==> src/rtl/ic_power_ctrl_if.sv <==
// Signal bundle between the power sequencer and the supply monitor / NVM register wrappers.
// The sequencer takes the master modport; the environment side takes slave.
interface ic_power_ctrl_if #(
  parameter int NREG = 3
);
  logic            Vdd_warn;
  logic            Vdd_ok;
  logic [NREG-1:0] Dirty_val;
  logic [NREG-1:0] Backup_ack;
  logic            stand_by;
  logic            Pwr_off;
  logic [NREG-1:0] Backup_en;
  logic [NREG-1:0] Restore_en;
  logic [NREG-1:0] Rst_DrtyCtrl;
  logic            Bkp_err;

  modport master (
    input  Vdd_warn, Vdd_ok, Dirty_val, Backup_ack,
    output stand_by, Pwr_off, Backup_en, Restore_en, Rst_DrtyCtrl, Bkp_err
  );

  modport slave (
    output Vdd_warn, Vdd_ok, Dirty_val, Backup_ack,
    input  stand_by, Pwr_off, Backup_en, Restore_en, Rst_DrtyCtrl, Bkp_err
  );
endinterface

==> src/rtl/ic_power_ctrl.sv <==
// Intermittent-computing power sequencer: freeze, back up dirty registers, gate power,
// then debounce the supply, restore every register and resume. All outputs are registered.
module ic_power_ctrl #(
  parameter int NREG          = 3,
  parameter int ACK_TIMEOUT   = 16,
  parameter int STABLE_CYCLES = 8
) (
  input logic             Clk,
  input logic             Rst,
  ic_power_ctrl_if.master pif
);
  localparam int IDX_W = (NREG > 1) ? $clog2(NREG) : 1;
  localparam int TO_W  = $clog2(ACK_TIMEOUT) + 1;
  localparam int ST_W  = $clog2(STABLE_CYCLES) + 1;

  localparam logic [IDX_W-1:0] LAST_IDX  = IDX_W'(NREG - 1);
  localparam logic [TO_W-1:0]  TO_LAST   = TO_W'(ACK_TIMEOUT - 1);
  localparam logic [ST_W-1:0]  ST_TARGET = ST_W'(STABLE_CYCLES);
  localparam logic [NREG-1:0]  FIRST_OH  = NREG'(1);

  typedef enum logic [2:0] {
    S_RUN, S_DRAIN, S_BACKUP, S_CLEAR, S_OFF, S_WAKE, S_RESTORE, S_RESUME
  } state_t;

  state_t           state_q, state_d;
  logic [IDX_W-1:0] idx_q, idx_d, idx_inc;
  logic [TO_W-1:0]  to_cnt_q, to_cnt_d;
  logic [ST_W-1:0]  st_cnt_q, st_cnt_d;
  logic [NREG-1:0]  backup_en_q, backup_en_d;
  logic [NREG-1:0]  restore_en_q, restore_en_d;
  logic [NREG-1:0]  rst_drty_q, rst_drty_d;
  logic             stand_by_q, stand_by_d;
  logic             pwr_off_q, pwr_off_d;
  logic             bkp_err_q, bkp_err_d;
  logic [NREG-1:0]  next_onehot;
  logic             bkp_done;

  assign idx_inc = idx_q + 1'b1;

  // One-hot select for the register after the current one.
  for (genvar gi = 0; gi < NREG; gi++) begin : g_next_oh
    assign next_onehot[gi] = (idx_inc == IDX_W'(gi));
  end

  always_comb begin
    state_d      = state_q;
    idx_d        = idx_q;
    to_cnt_d     = to_cnt_q;
    st_cnt_d     = st_cnt_q;
    backup_en_d  = '0;
    restore_en_d = '0;
    rst_drty_d   = '0;
    bkp_err_d    = bkp_err_q;
    bkp_done     = 1'b0;

    case (state_q)
      S_RUN: begin
        if (pif.Vdd_warn) state_d = S_DRAIN;
      end
      S_DRAIN: begin
        state_d     = S_BACKUP;
        idx_d       = '0;
        to_cnt_d    = '0;
        backup_en_d = FIRST_OH & pif.Dirty_val;
      end
      S_BACKUP: begin
        // A clean register enters with no request raised and is skipped in one cycle.
        if (|backup_en_q) begin
          if (pif.Backup_ack[idx_q]) begin
            bkp_done = 1'b1;
          end else if (to_cnt_q == TO_LAST) begin
            bkp_done  = 1'b1;
            bkp_err_d = 1'b1;
          end else begin
            to_cnt_d    = to_cnt_q + 1'b1;
            backup_en_d = backup_en_q;
          end
        end else begin
          bkp_done = 1'b1;
        end
        if (bkp_done) begin
          to_cnt_d = '0;
          if (idx_q == LAST_IDX) begin
            state_d    = S_CLEAR;
            rst_drty_d = '1;
          end else begin
            idx_d       = idx_inc;
            backup_en_d = next_onehot & pif.Dirty_val;
          end
        end
      end
      S_CLEAR: begin
        state_d = S_OFF;
      end
      S_OFF: begin
        if (pif.Vdd_ok) begin
          state_d  = S_WAKE;
          st_cnt_d = '0;
        end
      end
      S_WAKE: begin
        if (!pif.Vdd_ok || pif.Vdd_warn) begin
          st_cnt_d = '0;
          state_d  = S_OFF;
        end else if (st_cnt_q + 1'b1 == ST_TARGET) begin
          st_cnt_d     = '0;
          state_d      = S_RESTORE;
          idx_d        = '0;
          restore_en_d = FIRST_OH;
        end else begin
          st_cnt_d = st_cnt_q + 1'b1;
        end
      end
      S_RESTORE: begin
        // Registers still match their NVM copy, so a warning here needs no new backup.
        if (pif.Vdd_warn) begin
          state_d = S_OFF;
        end else if (idx_q == LAST_IDX) begin
          state_d = S_RESUME;
        end else begin
          idx_d        = idx_inc;
          restore_en_d = next_onehot;
        end
      end
      S_RESUME: begin
        state_d = pif.Vdd_warn ? S_DRAIN : S_RUN;
      end
      default: state_d = S_RUN;
    endcase

    stand_by_d = (state_d != S_RUN);
    pwr_off_d  = (state_d == S_OFF) || (state_d == S_WAKE);
  end

  always_ff @(posedge Clk or negedge Rst) begin
    if (!Rst) begin
      state_q      <= S_RUN;
      idx_q        <= '0;
      to_cnt_q     <= '0;
      st_cnt_q     <= '0;
      backup_en_q  <= '0;
      restore_en_q <= '0;
      rst_drty_q   <= '0;
      stand_by_q   <= 1'b0;
      pwr_off_q    <= 1'b0;
      bkp_err_q    <= 1'b0;
    end else begin
      state_q      <= state_d;
      idx_q        <= idx_d;
      to_cnt_q     <= to_cnt_d;
      st_cnt_q     <= st_cnt_d;
      backup_en_q  <= backup_en_d;
      restore_en_q <= restore_en_d;
      rst_drty_q   <= rst_drty_d;
      stand_by_q   <= stand_by_d;
      pwr_off_q    <= pwr_off_d;
      bkp_err_q    <= bkp_err_d;
    end
  end

  assign pif.stand_by     = stand_by_q;
  assign pif.Pwr_off      = pwr_off_q;
  assign pif.Backup_en    = backup_en_q;
  assign pif.Restore_en   = restore_en_q;
  assign pif.Rst_DrtyCtrl = rst_drty_q;
  assign pif.Bkp_err      = bkp_err_q;
endmodule

==> src/flat_wrapper.sv <==
// flat-port wrapper written by rule: the top's interface ports become plain ports
module ic_power_ctrl_flat 
#(
  parameter int NREG          = 3,
  parameter int ACK_TIMEOUT   = 16,
  parameter int STABLE_CYCLES = 8
)
  (Clk, Rst, pif_Vdd_warn, pif_Vdd_ok, pif_Dirty_val, pif_Backup_ack, pif_stand_by, pif_Pwr_off, pif_Backup_en, pif_Restore_en, pif_Rst_DrtyCtrl, pif_Bkp_err);
  ic_power_ctrl_if #(.NREG(NREG)) pif_i ();
  input logic Clk;
  input logic Rst;
  input wire logic [$bits(pif_i.Vdd_warn)-1:0] pif_Vdd_warn;
  input wire logic [$bits(pif_i.Vdd_ok)-1:0] pif_Vdd_ok;
  input wire logic [$bits(pif_i.Dirty_val)-1:0] pif_Dirty_val;
  input wire logic [$bits(pif_i.Backup_ack)-1:0] pif_Backup_ack;
  output wire logic [$bits(pif_i.stand_by)-1:0] pif_stand_by;
  output wire logic [$bits(pif_i.Pwr_off)-1:0] pif_Pwr_off;
  output wire logic [$bits(pif_i.Backup_en)-1:0] pif_Backup_en;
  output wire logic [$bits(pif_i.Restore_en)-1:0] pif_Restore_en;
  output wire logic [$bits(pif_i.Rst_DrtyCtrl)-1:0] pif_Rst_DrtyCtrl;
  output wire logic [$bits(pif_i.Bkp_err)-1:0] pif_Bkp_err;
  assign pif_i.Vdd_warn = pif_Vdd_warn;
  assign pif_i.Vdd_ok = pif_Vdd_ok;
  assign pif_i.Dirty_val = pif_Dirty_val;
  assign pif_i.Backup_ack = pif_Backup_ack;
  assign pif_stand_by = pif_i.stand_by;
  assign pif_Pwr_off = pif_i.Pwr_off;
  assign pif_Backup_en = pif_i.Backup_en;
  assign pif_Restore_en = pif_i.Restore_en;
  assign pif_Rst_DrtyCtrl = pif_i.Rst_DrtyCtrl;
  assign pif_Bkp_err = pif_i.Bkp_err;
  ic_power_ctrl #(.NREG(NREG), .ACK_TIMEOUT(ACK_TIMEOUT), .STABLE_CYCLES(STABLE_CYCLES)) u_core (.Clk(Clk), .Rst(Rst), .pif(pif_i));
endmodule
==> config.mk <==
export PLATFORM = sky130hd
export DESIGN_NAME = ic_power_ctrl_flat
export DESIGN_NICKNAME = d
export VERILOG_FILES = /design/src/rtl/ic_power_ctrl_if.sv /design/src/rtl/ic_power_ctrl.sv /design/src/flat_wrapper.sv
export SDC_FILE = /design/constraint.sdc
export NUM_CORES = 1
export LEC_CHECK = 0
export CAP_MARGIN = 20
export CORE_MARGIN = 8
export CORE_UTILIZATION = 57
export CTS_CLUSTER_SIZE = 16
export DETAILED_ROUTE_END_ITERATION = 16
export PLACE_DENSITY_LB_ADDON = 0.1
export SYNTH_ARGS = -nofsm -noshare
export SYNTH_HDL_FRONTEND = slang
export SYNTH_SLANG_ARGS = --single-unit
==> constraint.sdc <==
create_clock -name Clk -period 3.95 [get_ports Clk]
set_clock_uncertainty 0.1 [all_clocks]
set_input_delay 0.395 -clock Clk [delete_from_list [all_inputs] [get_ports Clk]]
set_output_delay 0.395 -clock Clk [all_outputs]
set_load 0.02 [all_outputs]
==> summary.txt, run 1 <==
sum of negative setup slack: 0 ns
Num CTS Buffers: 3
grt total ovfl: 0
R2R Setup Slk: 1.74 ns
Sw Pwr: 0.353 mW
Port Buffers: 21
vias in the first global route: 1263
Post-Syn Instances: 155
Worst setup EP type: flop
worst min path class: in -> async
Hold WS: 0.248 ns
Hold Vio Cnt, Final: 0
DR iter-0 viols: 57
worst path required time: 4.08 ns
Pre-antenna DRT Iters: 4
minimum clock period: 2.21 ns
Post-CTS Hold Fix Bufs: 0
Final Non-Filler Cells: 201
Worst R2R Path Depth: 4
Clock Latency Late Sink: 0.31 ns
post-DP HPWL: 2500 microns
number of synthesized flops with an enable pin: 0
post-CTS resize count: 0
reg2reg end: u_core.idx_q[1]
PwrDens: 482 mW/mm^2
Reg-to-Reg Start: u_core.state_q[2]
largest area contributor in the netlist: dfrtp_1
Placement Cell Area: 0.00165 sq mm
count leader, synth: dfrtp_1
switching share of power: 43.0%
Yosys top cell area share: 40.6%
number of clock sinks: 24
Vias/cell: 6.11
Final Cycle Share: 55.8%
DIE AREA: 0.00448 sq mm
n_diodes: 0
top cells by area, synth: dfrtp_1, ha_1, nand2_1, buf_6, o21ai_0
Clock Power Share: 13.3%
wire length per cell after detailed routing: 17.1 microns
RSZ-0062 raised after global routing: no
synth unique cells: 48
Primary FF master, synth: dfrtp_1
CTS H-Tree Depth: 1
Max VDD drop: 393 uV
Max transition margin: 61.8%
fraction of registers with async set/reset: 100%
setup slack after layout: 1.74 ns
initial antenna violation count: 0
Die Width: 66.9 microns
# IOs: 22
Post-Syn Area per Cell: 9.53 sq um
area grow syn2layout: 15.2%
number of max-cap violations: 0
DRC violations left: 0
post-route cell area: 0.00170 sq mm
Syn Nets: 175
pre-CTS setup slack: 1.82 ns
commonest cells in the netlist: dfrtp_1, nand2_1, ha_1
share of cells above drive strength 1: 5.26%
Mapped Area: 0.00148 sq mm
final net count: 193
CTS max path bufs: 2
Max Clock Freq: 453 MHz
#FFs+latches synth: 24
root buf cell: clkbuf_4
gpl congestion: 0.846
core area: 0.00248 sq mm
postcts setup bufs: 0
initial core utilization: 59.6%
YS warnings: 0
Final Util: 68.7%
Max Fanout on Critical Path: 17
total power: 0.821 mW
routed wire length: 3450 microns
first-pass GRT wire length: 5760 microns
register clock-pin slew on the reported worst setup and hold paths: 0.14 ns
combinational group share of total power: 41.4%
status: finished, final reports clean
Row Count: 18
Post-DRT Antenna Nets: 0
P_int: 0.468 mW
largest net degree at the start of global routing: 25
Slew Limit Fails: 0
final setup fails: 0
critical path type: reg -> reg
Worst Max-Slew Pin Slew: 0.571 ns
DP Cell Count: 197
crit path launch type: flop
Seq/Total Area, Yosys: 40.6%
Die Ht: 66.9 microns
gr usage total: 16.0%
Flop pwr share: 45.3%
CP arrival: 2.33 ns
via count: 1229
LEAKAGE: 0.724 nW
filler instances: 202
CTS tree: yes
-- per-layer routing --
metal	track usage, %	wire length, microns
met1	20.1	1590
met2	26.5	1600
met3	3.02	205
met4	5.74	48
met5	0	0
-- flip-flops by register name (all words and copies together), names as in the netlist --
register	count
u_core.to_cnt_q	5
u_core.st_cnt_q	4
u_core.idx_q	2
u_core.pif.Rst_DrtyCtrl	1
u_core.pif.Backup_en	3
u_core.state_q	3
u_core.pif.Bkp_err	1
u_core.pif.Pwr_off	1
u_core.pif.stand_by	1
u_core.pif.Restore_en	3
-- placed cells by master, fill, tap and decap left out, types with 4 or more instances in the layout --
cell type / instances
nor2_1: 8
nand3_1: 4
ha_1: 10
o21ai_0: 8
a21oi_1: 7
clkdlybuf4s50_1: 21
dfrtp_1: 24
nand3b_1: 4
a31oi_1: 6
and2_1: 4
inv_1: 7
nand2_1: 16
-- area by class of cell --
| class | count | area [sq um] | share of cell area (%) |
|---|---|---|---|
| Multi-Input combinational cell | 115 | 778 | 45.7 |
| Timing Repair Buffer | 22 | 238 | 14.0 |
| Tap cell | 30 | 37.5 | 2.20 |
| Clock buffer | 3 | 22.5 | 1.32 |
| Sequential cell | 24 | 601 | 35.3 |
| Inverter | 7 | 26.3 | 1.54 |
-- logic make-up (layout without fill, tap and decap cells) --
| logic type | after synthesis | after routing | synth area share (%) |
|---|---|---|---|
| buf+inv | 16 | 32 | 6.69 |
| fa+ha+maj | 10 | 10 | 8.47 |
| flops | 24 | 24 | 40.6 |
| compound gates | 45 | 45 | 21.6 |
| xor+xnor | 2 | 2 | 1.19 |
| mux | 1 | 1 | 0.677 |
| simple gates | 57 | 57 | 20.7 |
-- power by group through the flow --
stage | logic [mW] | clock network, mW | registers (mW)
after detailed placement | 0.333 | 0 | 0.376
final | 0.340 | 0.109 | 0.372
after global placement | 0.321 | 0 | 0.372
after floorplan | 0.283 | 0 | 0.344
after CTS | 0.336 | 0.111 | 0.371
after global routing | 0.377 | 0.120 | 0.384
-- worst max-delay path by stage --
stage / start / to / cells past startpoint
detailed placement: pif_Backup_ack[2] / u_core.pif.stand_by / 5
finish: u_core.state_q[2] / u_core.idx_q[1] / 4
CTS: u_core.to_cnt_q[0] / u_core.pif.stand_by / 7
floorplan: u_core.to_cnt_q[0] / u_core.pif.stand_by / 7
global placement: pif_Vdd_warn / u_core.state_q[0] / 4
global route: u_core.state_q[2] / u_core.idx_q[1] / 4
-- worst max-delay path, cell delays in order (launching register included) --
cell      delay [ns]
dfrtp_1         0.59
nor3b_1         0.57
and2_1          0.46
a21oi_1         0.18
o211ai_1        0.21
No activity file was read; power rests on OpenSTA's default activity.
==> run 2, diff against run 1 <==
--- a/config.mk
+++ b/config.mk
@@ -7,7 +7,7 @@
 export LEC_CHECK = 0
 export CAP_MARGIN = 20
 export CORE_MARGIN = 8
-export CORE_UTILIZATION = 57
+export CORE_UTILIZATION = 53
 export CTS_CLUSTER_SIZE = 16
 export DETAILED_ROUTE_END_ITERATION = 16
 export PLACE_DENSITY_LB_ADDON = 0.1
==> constraint.sdc (replaced) <==
create_clock -name Clk -period 2.1 [get_ports Clk]
set_clock_uncertainty 0.1 [all_clocks]
set_input_delay 0.21 -clock Clk [delete_from_list [all_inputs] [get_ports Clk]]
set_output_delay 0.21 -clock Clk [all_outputs]
set_load 0.02 [all_outputs]
==> run 2 against run 1 <==
Net effect:
- worst setup slack worse by 1.6 ns
- maximum frequency up 12%
- utilization down 2.6 points
- clock power up 120%
- design area up 5.3%
- routed wire length down 2.2%
- power up 110%
- final cell count up 6.0%
- critical path depth up 3
- worst hold slack worse by 0.12 ns
- first-iteration DRC count down 7.0%
- non-clock buffer count up 10
- critical path type unchanged
- largest cell class unchanged
==> summary.txt, run 2 (synthesis results as in run 1) <==
DRC violations left: 0 (unchanged)
RSZ-0062 raised after global routing: yes
routed wire length: 3370 microns (-2.2%)
max FFs per register: 5 (unchanged)
largest net degree at the start of global routing: 25 (unchanged)
Post-CTS Hold Fix Bufs: 0 (unchanged)
sum of negative setup slack: 0 ns (unchanged)
grt total ovfl: 0 (unchanged)
post-route cell area: 0.00179 sq mm (+5.3%)
postcts setup bufs: 0 (unchanged)
first-pass GRT wire length: 5790 microns (+0.49%)
CTS H-Tree Depth: 1 (unchanged)
Hold WS: 0.130 ns (-0.118 ns)
Crit path max-delay family: compound AO/OA/AOI/OAI gates
number of clock sinks: 24 (unchanged)
Port Buffers: 21 (unchanged)
initial core utilization: 54.5% (-5.1 points)
# IOs: 22 (unchanged)
critical path type: reg -> reg
Max Clock Freq: 509 MHz (+12%)
root buf cell: clkbuf_4
Row Count: 19 (+1)
most common cell after layout, fill and taps aside: dfrtp_1
post-DP HPWL: 2590 microns (+3.5%)
gpl congestion: 0.840 (-0.65%)
worst min path class: in -> async
CP max stage cell: dfrtp_1
CP peak stage delay: 0.43 ns (-0.16 ns)
critical path's most frequent cell: ha_1
status: finished, final reports clean
DP Cell Count: 209 (+6.1%)
Worst Max-Slew Pin Slew: 0.402 ns (-0.169 ns)
area grow syn2layout: 21.3%
CTS tree: yes
worst path required time: 2.19 ns (-1.89 ns)
minimum clock period: 1.96 ns (-0.241 ns)
Clock Latency Late Sink: 0.31 ns (about the same)
initial antenna violation count: 0 (unchanged)
Vias/cell: 5.90 (-3.5%)
Final Non-Filler Cells: 213 (+6.0%)
Post-DRT Antenna Nets: 0 (unchanged)
CP arrival: 2.06 ns (-0.27 ns)
Pre-antenna DRT Iters: 4 (unchanged)
DIE AREA: 0.00473 sq mm (+5.7%)
commonest non-fill, non-tap cells in the layout: dfrtp_1, clkdlybuf4s50_1, nand2_1, buf_4, ha_1
Final Cycle Share: 93.5% (+38 points)
Max transition margin: 72.4% (+11 points)
gr usage total: 15.7% (-0.26 points)
wire length per cell after detailed routing: 15.8 microns (-7.7%)
Placement Cell Area: 0.00174 sq mm (+5.1%)
Num CTS Buffers: 3 (unchanged)
n_diodes: 0 (unchanged)
final net count: 203 (+5.2%)
share of cells above drive strength 1: 12.6% (+7.4 points)
Max VDD drop: 701 uV (+79%)
crit path launch type: flop
vias in the first global route: 1248 (-1.2%)
Die Width: 68.8 microns (+2.8%)
PwrDens: 943 mW/mm^2 (+95%)
crit path cell chain: ha_1 > and3_1 > ha_1 > inv_1 > o2111ai_2 > a311oi_2 > a41oi_1
core area: 0.00271 sq mm (+9.4%)
Die Ht: 68.8 microns (+2.8%)
final setup fails: 0 (unchanged)
LEAKAGE: 0.773 nW (+6.7%)
Worst setup EP type: flop
register clock-pin slew on the reported worst setup and hold paths: 0.14 ns (about the same)
Hold Vio Cnt, Final: 0 (unchanged)
number of max-cap violations: 0 (unchanged)
Reg with most FFs: u_core.to_cnt_q
via count: 1257 (+2.3%)
DR iter-0 viols: 53 (-7.0%)
largest registers: u_core.to_cnt_q: 5 flops, u_core.st_cnt_q: 4 flops
CTS max path bufs: 2 (unchanged)
CP bufs+invs: 1 (+1)
Max Fanout on Critical Path: 4 (-13)
Slew Limit Fails: 0 (unchanged)
setup slack after layout: 0.136 ns (-1.61 ns)
pre-CTS setup slack: 0.111 ns (-1.71 ns)
-- run 2: changes by cell type in the layout (fill, tap and decap cells not counted), sizes merged --
cell,change
buf,+10
clkbuf,+1
-- run 2: cell type report --
class,count,area [sq um]
inverter,7,26.3
fill,222,917
clock buffer,4,36.3
multi-input combinational,115,798
sequential,24,601
tap,31,38.8
timing repair buffer,32,293
-- run 2: through the flow --
stage | util, % | power, mW
floorplan | - | 1.18
global placement | 64.1 | 1.40
detailed placement | 64.1 | 1.42
CTS | 65.4 | 1.66
global route | 66.2 | 1.83
finish | 66.2 | 1.69
-- run 2: metal layers --
layer | vias to the layer above | global-route usage (%) | part of all wire (%)
met5 | - | 0 | 0
met4 | 0 | 6.77 | 2.0
met3 | 8 | 2.91 | 7.0
met2 | 45 | 24.6 | 45
met1 | 583 | 20.8 | 46
li1 | 621 | - | -
-- run 2: power breakdown --
part | switching, mW | total (mW) | internal (mW)
logic | 0.448 | 0.799 | 0.351
registers | 0.104 | 0.648 | 0.544
clock network | 0.137 | 0.243 | 0.106
total | 0.690 | 1.69 | 1.00
-- run 2: final timing paths --
path | slack (ns) | cells after the start | to | from
max | 0.14 | 7 | u_core.pif.stand_by | u_core.to_cnt_q[0]
min | 0.13 | 2 | u_core.pif.Backup_en[0] | Rst
max reg2reg | 0.14 | 7 | u_core.pif.stand_by | u_core.to_cnt_q[0]
min reg2reg | 0.38 | 1 | u_core.pif.Bkp_err | u_core.pif.Bkp_err
max in group asynchronous | 1.53 | 2 | u_core.st_cnt_q[2] | Rst
min in group Clk | 0.38 | 1 | u_core.pif.Bkp_err | u_core.pif.Bkp_err
-- run 2: what timing repair did --
action,CTS,global route
endpoints found under the hold margin,0,0
setup endpoints to repair,0,11
resized for setup,0,4
==> patch: new RTL, settings of run 2 <==
`STABLE_CYCLES` is set to 8 in 2 places; all go to 4.
--- a/src/rtl/ic_power_ctrl.sv
+++ b/src/rtl/ic_power_ctrl.sv
@@ -5,3 +5,3 @@
   parameter int ACK_TIMEOUT   = 16,
-  parameter int STABLE_CYCLES = 8
+  parameter int STABLE_CYCLES = 4
 ) (
--- a/src/flat_wrapper.sv
+++ b/src/flat_wrapper.sv
@@ -5,3 +5,3 @@
   parameter int ACK_TIMEOUT   = 16,
-  parameter int STABLE_CYCLES = 8
+  parameter int STABLE_CYCLES = 4
 )
Formal check against the unedited RTL: no difference found for any inputs over 10 cycles, from zero or initial values and one cycle with Rst low; that may be too few to reach the edited logic, so the function may still have changed.
==> patch against run 2 <==
Power shrank 7.3%. Final area decreased by 8.4%. Global-route usage fell by 2.7 points. Sequential cell count fell by 1. Routed wire length is 18% lower. Critical path depth grew 1. Setup slack worse by 0.056 ns. Area after synthesis shrank 14%. Synthesized cell count is 20% lower. Non-clock buffer count up 3. Combinational power fell by 4.5%. Sequential share of layout area is 1.5 points higher. Critical path type unchanged.
==> patch: results (changes against run 2) <==
| Metric | Value |
|---|---|
| Outcome | `finished, final reports clean` |
| Crit Path Class | `reg -> reg` |
| Highest routed layer | `met4` |
| Synth top area cells | `dfrtp_1, ha_1, nand2_1, o21ai_1, inv_1` |
| Multiplexer share of the synthesized area | `0.0285 (+0.0217)` |
| Reg2reg setup slack | `0.08 ns (-0.06 ns)` |
| Port Buffers | `21 (unchanged)` |
| Num CTS Buffers | `3 (unchanged)` |
| Worst vdd ir | `1030 uV (+47%)` |
| DP Wirelength | `1970 um (-24%)` |
| Post-synth top area share | `0.452 (+0.0459)` |
| Nets | `179 (-12%)` |
| WL met2 | `1350 um (-9.9%)` |
| Post-Place Worst Slack | `0.00929 ns (-0.102 ns)` |
| Met3 wire len | `180 um (-23%)` |
| Fill cells | `159 (-28%)` |
| R2R Path Start | `u_core.to_cnt_q[0]` |
| Biggest register | `u_core.to_cnt_q` |
| Fraction of layout cells with a size suffix above 1 | `0.184 (+0.0572)` |
| Worst path slowest cell | `dfrtp_1` |
| XOR/XNOR Fraction of Synth Area | `0.0138 (+0.00191)` |
| Synth Area in Compound Gates | `0.165 (-0.0507)` |
| Clock slew at reported path FFs | `0.14 ns (about the same)` |
| First-pass GRT wire length | `4500 um (-22%)` |
| Reg2Reg Depth | `8 (+1)` |
| Slew headroom | `0.792 (+0.0684)` |
| Adder-cell share of the synthesized area | `0.0983 (+0.0137)` |
| Antenna diode count | `0 (unchanged)` |
| Worst r2r dst | `u_core.to_cnt_q[3]` |
| Mapped Nets | `144 (-18%)` |
| GPL Wtd Cong | `0.794 (-5.5%)` |
| Pin count of the biggest net entering global routing | `24 (-4.0%)` |
| Pleak | `0.758 nW (-2.0%)` |
| Iteration count of the initial detailed-routing pass | `4 (unchanged)` |
| Crit-path max FO | `6 (+2)` |
| Register area share after synthesis | `0.452 (+0.0459)` |
| Worst path top cell family by delay | `simple AND/OR/NAND/NOR gates` |
| Aggregate routed wire length | `2770 um (-18%)` |
| Netlist cell types | `46 (-4.2%)` |
| Vias in the first global route | `985 (-21%)` |
| Warning count from the yosys run | `0 (unchanged)` |
| Initial DRC count | `47 (-11%)` |
| Post-synth top cells | `dfrtp_1, nand2_1, ha_1` |
| Global Route Usage Sum | `0.130 (-0.0270)` |
| Vias per inst | `5.63 (-4.6%)` |
| CTS root buffer | `clkbuf_4` |
| Metal-1 WL | `1210 um (-22%)` |
[patch: cell count changes in the layout (fill, tap and decap cells not counted), moves of 3 or more]
cell	run 2	this run
o21ai_1	0	6
a31oi_1	6	2
and2_1	4	0
nand2_1	16	10
buf_4	11	14
nand3b_1	4	1
o21ai_0	8	3
nor2_1	8	4
[patch: layout make-up]
type,instances,area [um^2],area share
clock inverter,1,5.00,0.00305
inverter,8,30.0,0.0183
multi-input combinational,88,659,0.401
tap,28,35.0,0.0213
timing repair buffer,35,315,0.192
clock buffer,3,22.5,0.0137
sequential,23,576,0.350
[patch: stage by stage]
stage | hold WS (ns) | TNS [ns] | power (mW) | cells | area, um^2
floorplan | -0.186 | 0 | 1.07 | 124 | 1270
global placement | 0.359 | 0 | 1.30 | 177 | 1560
detailed placement | 0.388 | 0 | 1.31 | 177 | 1560
CTS | 0.131 | 0 | 1.55 | 185 | 1620
global route | 0.140 | -0.0319 | 1.68 | 186 | 1640
finish | 0.119 | 0 | 1.57 | 186 | 1640
[patch: worst max-delay path by stage]
| stage | to | cells past startpoint | slack (ns) |
|---|---|---|---|
| 2_1_floorplan | u_core.idx_q[0] | 7 | 0.07 |
| 3_3_place_gp | u_core.state_q[0] | 7 | 0.07 |
| 3_5_place_dp | u_core.to_cnt_q[2] | 8 | 0.009 |
| 4_1_cts | u_core.idx_q[0] | 7 | 0.04 |
| 5_1_grt | u_core.to_cnt_q[3] | 8 | -0.02 |
| 6_report | u_core.to_cnt_q[3] | 8 | 0.08 |
[patch: routing by layer]
layer / vias up / global-route usage
met4: 0 / 0.0436
met1: 500 / 0.162
li1: 513 / -
met5: - / 0
met2: 30 / 0.211
met3: 4 / 0.0378
[patch: what timing repair did]
action / 4_1_cts / 5_1_grt
endpoints found under the setup margin: 3 / 5
gates resized for setup: 1 / 4
pin swaps: 1 / 3
setup buffers: 4 / 1
hold buffers: 0 / 0
[patch: report_power, final]
group	internal (mW)	switching (mW)
Combinational	0.362	0.401
Sequential	0.526	0.0679
Clock	0.0712	0.138
Total	0.959	0.607
[patch: cell families (layout without fill, tap and decap cells)]
| logic type | after synthesis | in the layout |
|---|---|---|
| AND/OR/NAND/NOR | 43 | 43 |
| AO/OA/AOI/OAI | 30 | 30 |
| flip-flops | 23 | 23 |
| buffers and inverters | 13 | 47 |
| adder cells (fa/ha/maj) | 10 | 10 |
| multiplexers | 3 | 3 |
| XOR/XNOR | 2 | 2 |
